<file path="src/rtl/playback_sched_pkg.sv">
// Shared constants, FSM state encoding and mix saturation for the playback scheduler.
package playback_sched_pkg;

    localparam int ADDR_W = 27;
    localparam int DATA_W = 16;

    typedef enum logic [1:0] {
        IDLE,
        SCAN,
        FETCH,
        DONE
    } state_t;

    // Clamp a sign-extended accumulator to the signed DATA_W range.
    function automatic logic [DATA_W-1:0] saturate(input logic signed [31:0] acc);
        logic signed [31:0] hi;
        logic signed [31:0] lo;
        hi = (32'sd1 <<< (DATA_W - 1)) - 32'sd1;
        lo = -hi - 32'sd1;
        if (acc > hi) begin
            saturate = {1'b0, {(DATA_W - 1){1'b1}}};
        end else if (acc < lo) begin
            saturate = {1'b1, {(DATA_W - 1){1'b0}}};
        end else begin
            saturate = acc[DATA_W-1:0];
        end
    endfunction

endpackage

</file>
<file path="src/rtl/playback_sched_voice_alloc.sv">
// Per-voice pointer/end/active registers with free-voice allocation and round-robin stealing.
module voice_alloc #(
    parameter int VOICES = 4,
    parameter int ADDR_W = playback_sched_pkg::ADDR_W,
    localparam int IDX_W = $clog2(VOICES)
) (
    input  logic              clk,
    input  logic              reset,
    input  logic              alloc_req,
    input  logic [ADDR_W-1:0] alloc_start,
    input  logic [ADDR_W-1:0] alloc_end,
    input  logic [IDX_W-1:0]  sel,
    input  logic              advance,
    input  logic              clear,
    output logic [ADDR_W-1:0] sel_ptr,
    output logic [ADDR_W-1:0] sel_end,
    output logic              alloc_fire,
    output logic [IDX_W-1:0]  alloc_idx,
    output logic [VOICES-1:0] active
);
    import playback_sched_pkg::*;

    logic [ADDR_W-1:0] ptr      [VOICES];
    logic [ADDR_W-1:0] end_addr [VOICES];
    logic [IDX_W-1:0]  steal_ptr;
    logic [IDX_W-1:0]  free_idx;
    logic              any_free;

    always_comb begin
        free_idx = '0;
        any_free = 1'b0;
        for (int unsigned i = 0; i < VOICES; i++) begin
            if (!active[i] && !any_free) begin
                free_idx = IDX_W'(i);
                any_free = 1'b1;
            end
        end
    end

    assign alloc_fire = alloc_req && (alloc_start < alloc_end);
    assign alloc_idx  = any_free ? free_idx : steal_ptr;
    assign sel_ptr    = ptr[sel];
    assign sel_end    = end_addr[sel];

    always_ff @(posedge clk) begin
        if (reset) begin
            steal_ptr <= '0;
        end else if (alloc_fire && !any_free) begin
            steal_ptr <= steal_ptr + IDX_W'(1);
        end
    end

    // A new allocation takes priority over an advance/clear on the same voice.
    always_ff @(posedge clk) begin
        for (int unsigned v = 0; v < VOICES; v++) begin
            if (reset) begin
                ptr[v]      <= '0;
                end_addr[v] <= '0;
                active[v]   <= 1'b0;
            end else if (alloc_fire && alloc_idx == IDX_W'(v)) begin
                ptr[v]      <= alloc_start;
                end_addr[v] <= alloc_end;
                active[v]   <= 1'b1;
            end else if (advance && sel == IDX_W'(v)) begin
                ptr[v] <= ptr[v] + ADDR_W'(1);
                if (clear) begin
                    active[v] <= 1'b0;
                end
            end
        end
    end

endmodule

</file>
<file path="src/rtl/playback_sched.sv">
// Multi-voice playback scheduler: per-tick scan of active voices, one memory read each, saturated mix.
module playback_sched #(
    parameter int VOICES = 4,
    parameter int ADDR_W = playback_sched_pkg::ADDR_W,
    parameter int DATA_W = playback_sched_pkg::DATA_W
) (
    input  logic              clk,
    input  logic              reset,
    input  logic              trigger_playback,
    input  logic [ADDR_W-1:0] address_in,
    input  logic [ADDR_W-1:0] end_in,
    input  logic              sample_tick,
    output logic              mem_rd_req,
    output logic [ADDR_W-1:0] mem_rd_addr,
    input  logic              mem_rd_ack,
    input  logic [DATA_W-1:0] mem_rd_data,
    output logic [DATA_W-1:0] mix_out,
    output logic              mix_valid,
    output logic [VOICES-1:0] voices_active,
    output logic              overrun
);
    import playback_sched_pkg::*;

    localparam int IDX_W = $clog2(VOICES);
    localparam int ACC_W = DATA_W + IDX_W + 1;
    localparam logic [IDX_W-1:0] LAST = IDX_W'(VOICES - 1);

    state_t                   state, state_nxt;
    logic [IDX_W-1:0]         v, v_nxt;
    logic signed [ACC_W-1:0]  acc;
    logic [ADDR_W-1:0]        addr_q;
    logic                     realloc;
    logic                     start_tick, enter_fetch, take_ack;
    logic                     advance, clear;
    logic [ADDR_W-1:0]        sel_ptr, sel_end;
    logic                     alloc_fire;
    logic [IDX_W-1:0]         alloc_idx;
    logic                     realloc_hit;

    voice_alloc #(
        .VOICES (VOICES),
        .ADDR_W (ADDR_W)
    ) u_alloc (
        .clk         (clk),
        .reset       (reset),
        .alloc_req   (trigger_playback),
        .alloc_start (address_in),
        .alloc_end   (end_in),
        .sel         (v),
        .advance     (advance),
        .clear       (clear),
        .sel_ptr     (sel_ptr),
        .sel_end     (sel_end),
        .alloc_fire  (alloc_fire),
        .alloc_idx   (alloc_idx),
        .active      (voices_active)
    );

    // A voice reallocated while its read is in flight keeps its new pointer untouched by the ack.
    assign realloc_hit = alloc_fire && (alloc_idx == v);
    assign advance     = take_ack && !realloc;
    assign clear       = (sel_ptr + ADDR_W'(1)) == sel_end;
    assign mem_rd_addr = addr_q;
    assign mix_out     = saturate(32'(acc));

    always_comb begin
        state_nxt   = state;
        v_nxt       = v;
        mem_rd_req  = 1'b0;
        mix_valid   = 1'b0;
        start_tick  = 1'b0;
        enter_fetch = 1'b0;
        take_ack    = 1'b0;
        unique case (state)
            IDLE: begin
                if (sample_tick) begin
                    start_tick = 1'b1;
                    v_nxt      = '0;
                    state_nxt  = SCAN;
                end
            end
            SCAN: begin
                if (voices_active[v]) begin
                    enter_fetch = 1'b1;
                    state_nxt   = FETCH;
                end else if (v == LAST) begin
                    state_nxt = DONE;
                end else begin
                    v_nxt = v + IDX_W'(1);
                end
            end
            FETCH: begin
                mem_rd_req = 1'b1;
                if (mem_rd_ack) begin
                    take_ack = 1'b1;
                    if (v == LAST) begin
                        state_nxt = DONE;
                    end else begin
                        v_nxt     = v + IDX_W'(1);
                        state_nxt = SCAN;
                    end
                end
            end
            DONE: begin
                mix_valid = 1'b1;
                state_nxt = IDLE;
            end
            default: state_nxt = IDLE;
        endcase
    end

    always_ff @(posedge clk) begin
        if (reset) begin
            state   <= IDLE;
            v       <= '0;
            acc     <= '0;
            addr_q  <= '0;
            realloc <= 1'b0;
            overrun <= 1'b0;
        end else begin
            state <= state_nxt;
            v     <= v_nxt;
            if (sample_tick && state != IDLE) begin
                overrun <= 1'b1;
            end
            if (start_tick) begin
                acc <= '0;
            end else if (take_ack) begin
                acc <= acc + {{(ACC_W - DATA_W){mem_rd_data[DATA_W-1]}}, mem_rd_data};
            end
            if (enter_fetch) begin
                addr_q  <= sel_ptr;
                realloc <= realloc_hit;
            end else if (state == FETCH && realloc_hit) begin
                realloc <= 1'b1;
            end
        end
    end

endmodule

</file>
<file path="config.mk">
export PLATFORM = sky130hd
export DESIGN_NAME = playback_sched
export DESIGN_NICKNAME = d
export VERILOG_FILES = /design/src/rtl/playback_sched_pkg.sv /design/src/rtl/playback_sched_voice_alloc.sv /design/src/rtl/playback_sched.sv
export SDC_FILE = /design/constraint.sdc
export NUM_CORES = 1
export LEC_CHECK = 0
export ABC_AREA = 1
export BUFFER_PORTS_ARGS = -buffer_cell sky130_fd_sc_hd__buf_2
export CAP_MARGIN = 20
export CORE_MARGIN = 1
export CORE_UTILIZATION = 45
export CTS_CLUSTER_DIAMETER = 60
export DETAILED_ROUTE_END_ITERATION = 10
export SLEW_MARGIN = 0
export SYNTH_ARGS = -nofsm -noshare
export SYNTH_HDL_FRONTEND = slang
export SYNTH_SLANG_ARGS = --single-unit
</file>
<file path="constraint.sdc">
create_clock -name clk -period 4.65 [get_ports clk]
set_clock_uncertainty 0.05 [all_clocks]
set_input_delay 0.2325 -clock clk [delete_from_list [all_inputs] [get_ports clk]]
set_output_delay 0.2325 -clock clk [all_outputs]
set_load 0.1 [all_outputs]
</file>
* Word level (Yosys, flattened, before mapping)
Memory sizes are Yosys's and may differ from the RTL's. A register that Yosys moved wholly into a read port is not among the register bits.
Index checks and enable logic that the tools add are counted.
Widths: inputs -> output; s select.
** Word-level totals
- Register bits :: 58
- RAM bits :: 216
- Input bits :: 75
- Output and inout port bits :: 50
- Logic and storage cells :: 185
- Memories :: 2
** Cells by class
- Add/subtract/negate cells :: 8
- Magnitude comparators :: 4
- Equality and inequality tests :: 15
- Multiplexer cells :: 88
- Bitwise gates (word level) :: 12
- Reduce and logical (&&, ||, !) cells :: 45
** Memories
- u_alloc.end_addr :: words 4, width 27, rd ports 1, clocked after memory_dff 1, wr ports 4, RTL line playback_sched_voice_alloc.sv:24 : logic [ADDR_W-1:0] end_addr [VOICES];
- u_alloc.ptr :: words 4, width 27, rd ports 5, clocked after memory_dff 1, wr ports 4, RTL line playback_sched_voice_alloc.sv:23 : logic [ADDR_W-1:0] ptr [VOICES];
** Operator list (count)
- $mux 27 :: 12
- $add 27x1->27 const B :: 5
- $mux 1 :: 55
- $mux 16 :: 2
- $mux 2 :: 16
- $eq 27x27->1 :: 1
- $lt 27x27->1 :: 1
- $reduce_bool 2->1 :: 10
- $add 19x19->19 :: 1
- $gt 19x16->1 const B :: 1
- $lt 19x16->1 const B :: 1
- $logic_and 1x1->1 :: 17
- $eq 2x2->1 const B :: 6
- $or 1x1->1 :: 12
- $pmux 2 s4 :: 1
- $reduce_and 2->1 :: 4
- $logic_not 1->1 :: 7
- $eq 2x1->1 const B :: 3
- $logic_not 2->1 :: 3
- $ne 2x2->1 const B :: 3
- $pmux 2 s3 :: 1
- $add 2x1->2 const B :: 2
- $reduce_and 4->1 :: 1
- $lt 2x3->1 const B :: 1
- 6 further kinds :: 6

* Longest topological paths before layout
Gate-level depths: netlist of the first run.
- Depth in word-level cells :: 17
- Mapped depth :: 23

* Modules after synthesis
Synthesis of the first run repeated with hierarchy kept, for this count alone.
** Unflattened totals
- Cell total of the unflattened synthesis :: 2262
- Area total of the unflattened synthesis :: 17693.2 um^2
** By module, submodules not included
- voice_alloc :: times used 1, cells an instance 1583, area each 13519.2 um^2, sequential area each 6606.3 um^2
- playback_sched :: times used 1, cells an instance 679, area each 4174.0 um^2, sequential area each 1041.0 um^2

* Least setup slack after synthesis of the first run
Ideal clock, no wire load.
- Path kind :: register to register
- From :: register u_alloc.active[2]
- To :: memory u_alloc.ptr[0][0], enable pin
- Setup time :: 0.384 ns
- Arrival time :: 3.432 ns
- Data required time :: 4.216 ns
- Setup slack :: 0.783 ns
- Stages on the path, launching flop included :: 9
- Clock period less this slack :: 3.867 ns
- Path through :: dfxtp_1 > inv_1 > nor3_1 > a21oi_1 > inv_1 > nand3_1 > nand2_1 > inv_1 > nand2_1
** RTL lines
- from (decl) :: RTL line playback_sched_voice_alloc.sv:19 : output logic [VOICES-1:0] active
- from (signal, indexed assignment) :: RTL line playback_sched_voice_alloc.sv:59 : active[v] <= 1'b0;
- from (signal, indexed assignment) :: RTL line playback_sched_voice_alloc.sv:63 : active[v] <= 1'b1;
- from (signal, indexed assignment) :: RTL line playback_sched_voice_alloc.sv:67 : active[v] <= 1'b0;
- to (decl) :: RTL line playback_sched_voice_alloc.sv:23

==> results.sh, run 1 <==
export IMPL_synth_ff_type="edfxtp_1"
export IMPL_cp_required_ns=5.02
export IMPL_die_w_um=199
export IMPL_antenna_found_initial=0
export IMPL_syn_avg_cell_area_sq_um=7.79
export IMPL_cts_buffers=38
export IMPL_grt_use_total_pct=28.1
export IMPL_max_vdd_ir_drop_uv=423
export IMPL_cp_cell_sequence="inv_6 -> nand2_1 -> nand3_1 -> nand2_1 -> inv_1 -> ha_1 -> nand3_1 -> nor2_2 -> nand3_2 -> nor2_2 -> nand2_1 -> nand2_1 -> nand2_1 -> nor2_1 -> nand4_1 -> nor2_2 -> nand3_1 -> nand2_1 -> nand2_1"
export IMPL_synth_seq_cells=276
export IMPL_whs_path_depth=3
export IMPL_p_sw_mw=4.12
export IMPL_netlist_instances=2246
export IMPL_min_delay_path_class="input pin to flop"
export IMPL_clk_pin_slew_ns=0.06
export IMPL_critPathArrivalTime_ns=4.19
export IMPL_clock_root_buffer="clkbuf_16"
export IMPL_synth_cell_types=52
export IMPL_cts_tree="done"
export IMPL_run_status="completed"
export IMPL_worstSetupStartpointType="flop"
export IMPL_setup_viol_count_final=0
export IMPL_grt_max_degree=73
export IMPL_grt_pass1_wl_mm=83.7
export IMPL_core_rowCount=71
export IMPL_dr_max_layer_used="met4"
export IMPL_synth_fp_nets=2375
export IMPL_final_nets=2498
export IMPL_seqPwrFrac_pct=32.3
export IMPL_pin_count=125
export IMPL_postRouteAntennaNets=0
export IMPL_power_frac_clock_pct=29.1
export IMPL_synth_async_reset_ratio_pct=0
export IMPL_drive_gt1_share_pct=10.7
export IMPL_synth_seq_area_share_pct=43.9
export IMPL_synth_area_sq_um=17500
export IMPL_wl_met2_mm=25.9
export IMPL_route_met3_wl_mm=3.41
export IMPL_grt_overflow=0
export IMPL_diodes=0
export IMPL_slew_viol_final=0
export IMPL_hold_buffers=19
export IMPL_wl_met1_mm=23.9
export IMPL_netSwitchingFraction_pct=42.8
export IMPL_cts_resized=0
export IMPL_synth_edff_count=216
export IMPL_grt_pass1_vias=14684
export IMPL_slew_headroom_pct=33.2
export IMPL_hpwl_mm=39.1
export IMPL_gp_congestion=0.940
export IMPL_pwr_share_comb_pct=38.7
export IMPL_holdPathEnd="u_alloc.end_addr[2][3]"
export IMPL_avgViaCountPerCell=5.39
export IMPL_worstSetupEndpointType="flop"
export IMPL_final_period_utilization_pct=82.2
export IMPL_fin_area_sq_um=19800
export IMPL_yosys_warnings=0
export IMPL_p_int_mw=5.50
export IMPL_placed_area_sq_um=18400
export IMPL_die_h_um=199
export IMPL_ff2ff_setup_slack_ns=0.83
export IMPL_power_density_nw_per_um2=485
export IMPL_cpLargestDelayFamily="simple AND/OR/NAND/NOR gates"
export IMPL_p_leak_nw=8.57
export IMPL_drt_iter0_drc=1303
export IMPL_cts_sinks=276
export IMPL_fin_setup_tns_ns=0
export IMPL_path_buf_inv=2
export IMPL_min_period_ns=3.82
export IMPL_final_util_pct=52.2
export IMPL_vias=15679
export IMPL_max_stage_delay_ns=0.54
export IMPL_path_class="flop to flop"
export IMPL_cts_htree_levels=2
export IMPL_hold_violations=0
export IMPL_post_cts_buffers=0
export IMPL_cts_buffer_depth=3
export IMPL_clock_latency_ns=0.56
export IMPL_core_area_sq_um=37900
export IMPL_syn2layout_area_growth_pct=13.2
export IMPL_rsz0062_at_grt="false"
export IMPL_drt_pass1_iter_count=7
export IMPL_tightest_slew_ns=0.999
export IMPL_crit_fanout=72
export IMPL_drc_errors=0
export IMPL_drv_cap=0
export IMPL_r2r_cells=19
export IMPL_min_delay_start="end_in[3]"
export IMPL_wl_mm=54.9
export IMPL_cp_slowest_cell="inv_6"
export IMPL_port_buffers=124
export IMPL_initial_core_util_pct=46.1
export IMPL_timing_fmax_mhz=262
export IMPL_wl_per_cell_um=18.9
export IMPL_r2r_end="u_alloc.active[3]"
export IMPL_dieArea_sq_um=39700
export IMPL_cpMostUsedCell="nand2_1"
[Yosys cell counts, types with 27 or more instances]
cell type,number,area [sq um]
xnor2_1,41,359
dfxtp_1,60,1200
nor2_1,257,965
nor3_1,27,135
clkbuf_1,35,131
ha_1,53,663
nand2_1,602,2260
nand3_1,186,931
xor2_1,82,718
o21ai_0,169,846
inv_1,215,807
a21oi_1,97,485
edfxtp_1,216,6490
[cell families after synthesis]
kind of cell | count (synthesis) | synth area share, %
adders and majority gates | 54 | 3.90
muxes | 1 | 0.0572
buffers and inverters | 305 | 7.85
xor gates and xnor gates | 123 | 6.16
DFF | 276 | 43.9
and+or+nand+nor | 1161 | 28.1
AOI/OAI and AO/OA | 326 | 10.0
[per-stage QoR]
| step | hold WS [ns] | setup WS, ns | total power, mW | std cells |
|---|---|---|---|---|
| floorplan | 0.327 | 0.783 | 5.93 | 2246 |
| global placement | 0.403 | 0.896 | 6.80 | 2819 |
| detailed placement | 0.408 | 0.926 | 6.82 | 2821 |
| CTS | 0.00289 | 0.914 | 9.66 | 2909 |
| global route | 0.0257 | 0.405 | 10.1 | 2909 |
| finish | 0.0228 | 0.830 | 9.61 | 2909 |
[cell type report]
type                       count  area (sq um)
sequential                   276          7690
fill                        3727         18100
multi-input combinational   1665          8440
clock buffer                  56          1070
timing repair buffer         169          1020
inverter                     219           827
tap                          511           639
clock inverter                13           113
[per-layer routing]
layer  vias up  global-route usage (%)
met1      7306                    37.5
met2       565                    46.8
li1       7695                       -
met4         0                    11.0
met3       113                    2.94
met5         -                       0
[power groups by stage]
stage,Clock (mW),Combinational (mW),Sequential [mW]
floorplan,0,2.64,3.29
global placement,0,3.66,3.14
detailed placement,0,3.67,3.15
CTS,2.85,3.71,3.10
global route,2.93,4.06,3.13
finish,2.79,3.72,3.10
[how the worst max path moves through the flow]
stage | from | cells past startpoint | to | slack (ns)
detailed placement | flop | 19 | u_alloc.active[3] | 0.93
floorplan | u_alloc.active[2] | 8 | u_alloc.ptr[0][0] | 0.78
global placement | flop | 19 | u_alloc.active[3] | 0.90
global route | flop | 19 | u_alloc.active[3] | 0.41
CTS | flop | 19 | u_alloc.active[3] | 0.91
finish | flop | 19 | u_alloc.active[3] | 0.83
[flip-flops by register name, indices dropped and copies added (netlist names), named ones only]
signal,count
u_alloc.active,4
u_alloc.steal_ptr,2
mem_rd_addr,27
acc,19
state,2
u_alloc.ptr,108
v,2
u_alloc.end_addr,108
overrun,1
realloc,1
[cell usage in the layout (no fill, tap or decap), types with 18 or more instances in the layout]
cell and count:
a21oi_1 97, buf_2 124, buf_4 24, clkbuf_16 39, dfxtp_1 58, dlygate4sd3_1 19
edfxtp_1 216, ha_1 53, inv_1 214, nand2_1 602, nand2_2 19, nand3_1 186
nand4_1 25, nor2_1 257, nor3_1 27, o21ai_0 169, o22ai_1 18, xnor2_1 41
xor2_1 82
[worst reg2reg max path, delay by kind of cell, from the launching register on]
kind / cells / cell delay [ns]
DFF: 1 / 0.53
buffers and inverters: 2 / 0.78
adders and majority gates: 1 / 0.22
and+or+nand+nor: 16 / 2.11
No activity file was read; power rests on OpenSTA's default activity.
==> run 2: changes to the inputs <==
==> constraint.sdc (replaced) <==
create_clock -name clk -period 3.37 [get_ports clk]
set_clock_uncertainty 0.05 [all_clocks]
set_input_delay 0.1685 -clock clk [delete_from_list [all_inputs] [get_ports clk]]
set_output_delay 0.1685 -clock clk [all_outputs]
set_load 0.1 [all_outputs]
==> run 2 against run 1 <==
  * Final cell count grew 0.86%
  * Highest routed layer unchanged
  * Setup slack lost 0.62 ns
  * First-iteration DRC count down 7.8%
  * Wire length fell by 1.1%
  * Total power up 40%
==> results.sh, run 2 (synthesized netlist as in run 1, its figures left out) <==
export IMPL_final_nets=2525
export IMPL_wl_per_cell_um=18.5
export IMPL_slew_headroom_pct=47.7
export IMPL_path_class="flop to flop"
export IMPL_port_buffers=124
export IMPL_setup_viol_count_final=0
export IMPL_min_delay_path_class="input pin to flop"
export IMPL_holdWs_ns=0.0420
export IMPL_cts_sinks=276
export IMPL_cts_buffer_depth=3
export IMPL_worstSetupEndpointType="flop"
export IMPL_final_util_pct=53.0
export IMPL_die_h_um=199
export IMPL_grt_pass1_vias=14857
export IMPL_postRouteAntennaNets=0
export IMPL_dp_slack_ns=0.116
export IMPL_die_w_um=199
export IMPL_layout_commonest_cell="nand2_1"
export IMPL_final_period_utilization_pct=93.9
export IMPL_fin_setup_tns_ns=0
export IMPL_grt_overflow=0
export IMPL_r2r_cells=17
export IMPL_holdPathEnd="acc[1]"
export IMPL_cp_required_ns=3.75
export IMPL_layout_setup_ws_ns=0.206
export IMPL_dieArea_sq_um=39700
export IMPL_min_period_ns=3.16
export IMPL_r2r_end="u_alloc.active[2]"
export IMPL_multiInputGateArea_sq_um=8450
export IMPL_drt_iter0_drc=1202
export IMPL_syn2layout_area_growth_pct=15.0
export IMPL_drive_gt1_share_pct=11.4
export IMPL_tightest_slew_ns=0.777
export IMPL_hpwl_mm=38.9
export IMPL_clock_latency_ns=0.56
export IMPL_grt_use_total_pct=27.7
export IMPL_drt_pass1_iter_count=6
export IMPL_n_fill_cell=3710
export IMPL_regArea_sq_um=7700
export IMPL_antenna_found_initial=0
export IMPL_placed_area_sq_um=18600
export IMPL_core_area_sq_um=37900
export IMPL_worstSetupStartpointType="flop"
export IMPL_gp_congestion=0.938
export IMPL_whs_path_depth=4
export IMPL_vias=15774
export IMPL_cts_htree_levels=2
export IMPL_crit_fanout=73
export IMPL_cts_tree="done"
export IMPL_total_power_mw=13.4
export IMPL_slew_viol_final=0
export IMPL_grt_max_degree=56
export IMPL_pin_count=125
export IMPL_stdcell_count=2934
export IMPL_hold_violations=0
export IMPL_clk_pin_slew_ns=0.06
export IMPL_rsz0062_at_grt="false"
export IMPL_core_rowCount=71
export IMPL_p_leak_nw=8.74
export IMPL_ff2ff_setup_slack_ns=0.21
export IMPL_critPathArrivalTime_ns=3.54
export IMPL_avgViaCountPerCell=5.38
export IMPL_mostFrequentLayoutCells="600 x nand2_1, 257 x nor2_1, 216 x edfxtp_1"
export IMPL_power_density_nw_per_um2=668
export IMPL_fin_area_sq_um=20100
export IMPL_grt_pass1_wl_mm=83.6
export IMPL_cts_buffers=37
export IMPL_run_status="completed"
export IMPL_max_vdd_ir_drop_uv=665
export IMPL_initial_core_util_pct=46.1
export IMPL_clock_root_buffer="clkbuf_16"
export IMPL_drc_errors=0
export IMPL_drv_cap=0
export IMPL_min_delay_start="mem_rd_data[1]"
export IMPL_wl_mm=54.3
export IMPL_timing_fmax_mhz=316
export IMPL_place_inst=2837
==> run 2: worst max-delay path, cell delays in order, from the launching register on <==
cell and delay (ns):
dfxtp_4 0.43, inv_6 0.12, buf_12 0.28, nand2_1 0.12
nand3_1 0.13, nand2_1 0.22, nor2_2 0.25, nand3_2 0.15
nor2_2 0.19, nand2_1 0.08, nand2_1 0.07, nand2_1 0.06
nor2_1 0.10, nand4_1 0.20, nor2_2 0.27, nand3_1 0.11
nand2_1 0.08, nand2_1 0.06
==> run 2: per-layer routing <==
metal,vias up,global-route usage [%],share of wire [%]
li1,7737,-,-
met1,7367,36.6,43
met2,586,46.7,48
met3,84,3.32,6.2
met4,0,9.77,2.7
met5,-,0,0
==> run 2: worst max-delay path by stage <==
stage                     slack (ns)  cells after the start               from                 end
after detailed placement        0.12                     14          end_in[6]  u_alloc.ptr[3][18]
after global placement          0.21                     14          end_in[6]   u_alloc.ptr[0][1]
after global routing            0.02                     16               flop   u_alloc.active[0]
after CTS                       0.16                     15          end_in[6]  u_alloc.ptr[3][18]
after floorplan                 0.03                      8  u_alloc.active[2]   u_alloc.ptr[2][0]
final                           0.21                     17               flop   u_alloc.active[2]
==> run 2: layout make-up <==
class | instances | area share (%)
tap | 511 | 3.18
inverter | 219 | 4.11
multi-input combinational | 1665 | 42.0
sequential | 276 | 38.3
antenna | 1 | 0.0124
clock inverter | 22 | 1.06
clock buffer | 43 | 4.82
timing repair buffer | 197 | 6.58
==> run 2: timing repair <==
item	CTS	global route
buffers inserted	0	0
setup endpoints to repair	0	3
hold buffers	31	0
endpoints found under the hold margin	114	0
resized for setup	0	0
==> run 2: report_power, final <==
part           internal [mW]  switching (mW)
clock network           2.31            1.58
registers               3.98           0.255
logic                   1.40            3.92
==> run 3: changes to the inputs <==
--- a/config.mk
+++ b/config.mk
@@ -6,12 +6,12 @@
 export NUM_CORES = 1
 export LEC_CHECK = 0
 export ABC_AREA = 1
-export BUFFER_PORTS_ARGS = -buffer_cell sky130_fd_sc_hd__buf_2
 export CAP_MARGIN = 20
 export CORE_MARGIN = 1
 export CORE_UTILIZATION = 45
 export CTS_CLUSTER_DIAMETER = 60
 export DETAILED_ROUTE_END_ITERATION = 10
+export DONT_BUFFER_PORTS = 1
 export SLEW_MARGIN = 0
 export SYNTH_ARGS = -nofsm -noshare
 export SYNTH_HDL_FRONTEND = slang
==> run 3 against run 2 <==
  * Fmax fell by 2.3%
  * Register-to-register slack got worse by 0.07 ns
  * Critical path depth rose by 1
  * Total power barely moved
  * Final area fell by 0.17%
  * Global-route usage fell by 0.35 points
==> results.sh, run 3 (synthesized netlist as in run 1, its figures left out) <==
export IMPL_crit_fanout=15
export IMPL_cts_htree_levels=2
export IMPL_fin_setup_tns_ns=0
export IMPL_worstSetupStartpointType="flop"
export IMPL_whs_path_depth=4
export IMPL_postRouteAntennaNets=0
export IMPL_max_vdd_ir_drop_uv=560
export IMPL_dieArea_sq_um=39700
export IMPL_ff2ff_setup_slack_ns=0.13
export IMPL_path_class="flop to flop"
export IMPL_pin_count=125
export IMPL_grt_pass1_wl_mm=83.1
export IMPL_core_rowCount=71
export IMPL_grt_use_total_pct=27.4
export IMPL_core_area_sq_um=37900
export IMPL_place_inst=2748
export IMPL_avgViaCountPerCell=5.49
export IMPL_cp_required_ns=3.74
export IMPL_final_period_utilization_pct=96.1
export IMPL_hold_violations=0
export IMPL_die_h_um=199
export IMPL_stdcell_count=2877
export IMPL_drt_pass1_iter_count=6
export IMPL_power_frac_clock_pct=28.8
export IMPL_mostFrequentLayoutCells="600 x nand2_1, 256 x nor2_1, 216 x edfxtp_1"
export IMPL_antenna_found_initial=1
export IMPL_drv_cap=0
export IMPL_cts_sinks=276
export IMPL_pwr_share_comb_pct=38.6
export IMPL_clk_pin_slew_ns=0.06
export IMPL_die_w_um=199
export IMPL_wl_per_cell_um=18.8
export IMPL_rsz0062_at_grt="false"
export IMPL_p_int_mw=7.73
export IMPL_drive_gt1_share_pct=8.67
export IMPL_min_delay_path_class="input pin to flop"
export IMPL_grt_overflow=0
export IMPL_worstSetupEndpointType="flop"
export IMPL_vias=15781
export IMPL_holdPathEnd="state[0]"
export IMPL_r2r_cells=18
export IMPL_setup_viol_count_final=0
export IMPL_cp_cell_sequence="nand2_1 -> nand3_1 -> nand2_1 -> inv_1 -> ha_1 -> nand3_1 -> nor2_2 -> nand2_2 -> nor2_2 -> nand2_1 -> nand2_1 -> nand2_1 -> nor2_1 -> nand4_1 -> nor2_2 -> nand3_1 -> nand2_1 -> nand2_1"
export IMPL_power_density_nw_per_um2=670
export IMPL_p_sw_mw=5.72
export IMPL_layout_commonest_cell="nand2_1"
export IMPL_cpMostUsedCell="nand2_1"
export IMPL_seqPwrFrac_pct=32.5
export IMPL_drc_errors=0
export IMPL_final_nets=2467
export IMPL_cts_buffer_depth=3
export IMPL_cp_slowest_cell="dfxtp_4"
export IMPL_initial_core_util_pct=46.1
export IMPL_slew_viol_final=0
export IMPL_min_delay_start="mem_rd_ack"
export IMPL_min_period_ns=3.24
export IMPL_netSwitchingFraction_pct=42.5
export IMPL_r2r_end="u_alloc.active[0]"
export IMPL_grt_pass1_vias=14787
export IMPL_clock_latency_ns=0.54
export IMPL_clock_root_buffer="clkbuf_16"
export IMPL_drt_iter0_drc=1163
export IMPL_p_leak_nw=8.48
export IMPL_post_cts_buffers=0
export IMPL_slew_headroom_pct=27.0
export IMPL_tightest_slew_ns=1.09
export IMPL_hpwl_mm=39.1
export IMPL_max_stage_delay_ns=0.50
export IMPL_gp_congestion=0.947
export IMPL_syn2layout_area_growth_pct=14.8
export IMPL_wl_mm=54.1
export IMPL_run_status="completed"
export IMPL_timing_fmax_mhz=309
export IMPL_critPathArrivalTime_ns=3.61
export IMPL_cts_buffers=37
export IMPL_port_buffers=0
export IMPL_cts_tree="done"
export IMPL_grt_max_degree=54
[run 3: through the flow]
stage | hold slack, ns | utilization (%) | setup WS, ns | total power, mW | area, sq um
2_1_floorplan | 0.263 | - | 0.0267 | 8.18 | 17500
3_3_place_gp | 0.191 | 48.2 | 0.237 | 9.46 | 18300
3_5_place_dp | 0.197 | 48.2 | 0.0896 | 9.49 | 18300
4_1_cts | 0.00150 | 52.8 | 0.0892 | 13.4 | 20000
5_1_grt | 0.00815 | 52.9 | 0.00555 | 14.1 | 20100
6_report | 0.0222 | 53.0 | 0.133 | 13.5 | 20100
[run 3: final cells by class]
| class | count | area [sq um] |
|---|---|---|
| fill | 3661 | 17800 |
| multi-input combinational | 1665 | 8500 |
| sequential | 276 | 7700 |
| timing repair buffer | 139 | 1250 |
| clock buffer | 52 | 1030 |
| inverter | 219 | 827 |
| tap | 511 | 639 |
| clock inverter | 14 | 139 |
| antenna | 1 | 2.50 |
[run 3: per-layer routing]
layer / vias to the layer above / global-route usage, % / wire (um)
li1: 7630 / - / -
met1: 7475 / 36.2 / 23100
met2: 578 / 45.7 / 25500
met3: 98 / 4.14 / 3900
met5: - / 0 / 0
met4: 0 / 9.15 / 1580
[run 3: critical path, delay by kind of cell, from the launching register on]
family | cells | cell delay (ns)
fa+ha+maj | 1 | 0.23
buf+inv | 1 | 0.15
flops | 1 | 0.50
simple gates | 16 | 2.17
[run 3: what timing repair did]
| item | in CTS | in global routing |
|---|---|---|
| endpoints found under the setup margin | 0 | 0 |
| hold endpoints to repair | 225 | 0 |
| hold buffers | 59 | 0 |
| resized for setup | 0 | 0 |
[run 3: worst max path at each step]
stage / endpoint / depth (start not counted)
5_1_grt: u_alloc.active[0] / 17
6_report: u_alloc.active[0] / 18
3_5_place_dp: u_alloc.ptr[3][24] / 13
3_3_place_gp: u_alloc.ptr[3][24] / 13
2_1_floorplan: u_alloc.ptr[2][0] / 8
4_1_cts: u_alloc.ptr[3][24] / 14
[run 3: power groups by stage]
stage	Combinational (mW)	Sequential, mW	Clock, mW
5_1_grt	5.64	4.41	4.03
3_3_place_gp	5.03	4.43	0
2_1_floorplan	3.64	4.54	0
6_report	5.20	4.38	3.88
4_1_cts	5.15	4.37	3.92
3_5_place_dp	5.05	4.44	0
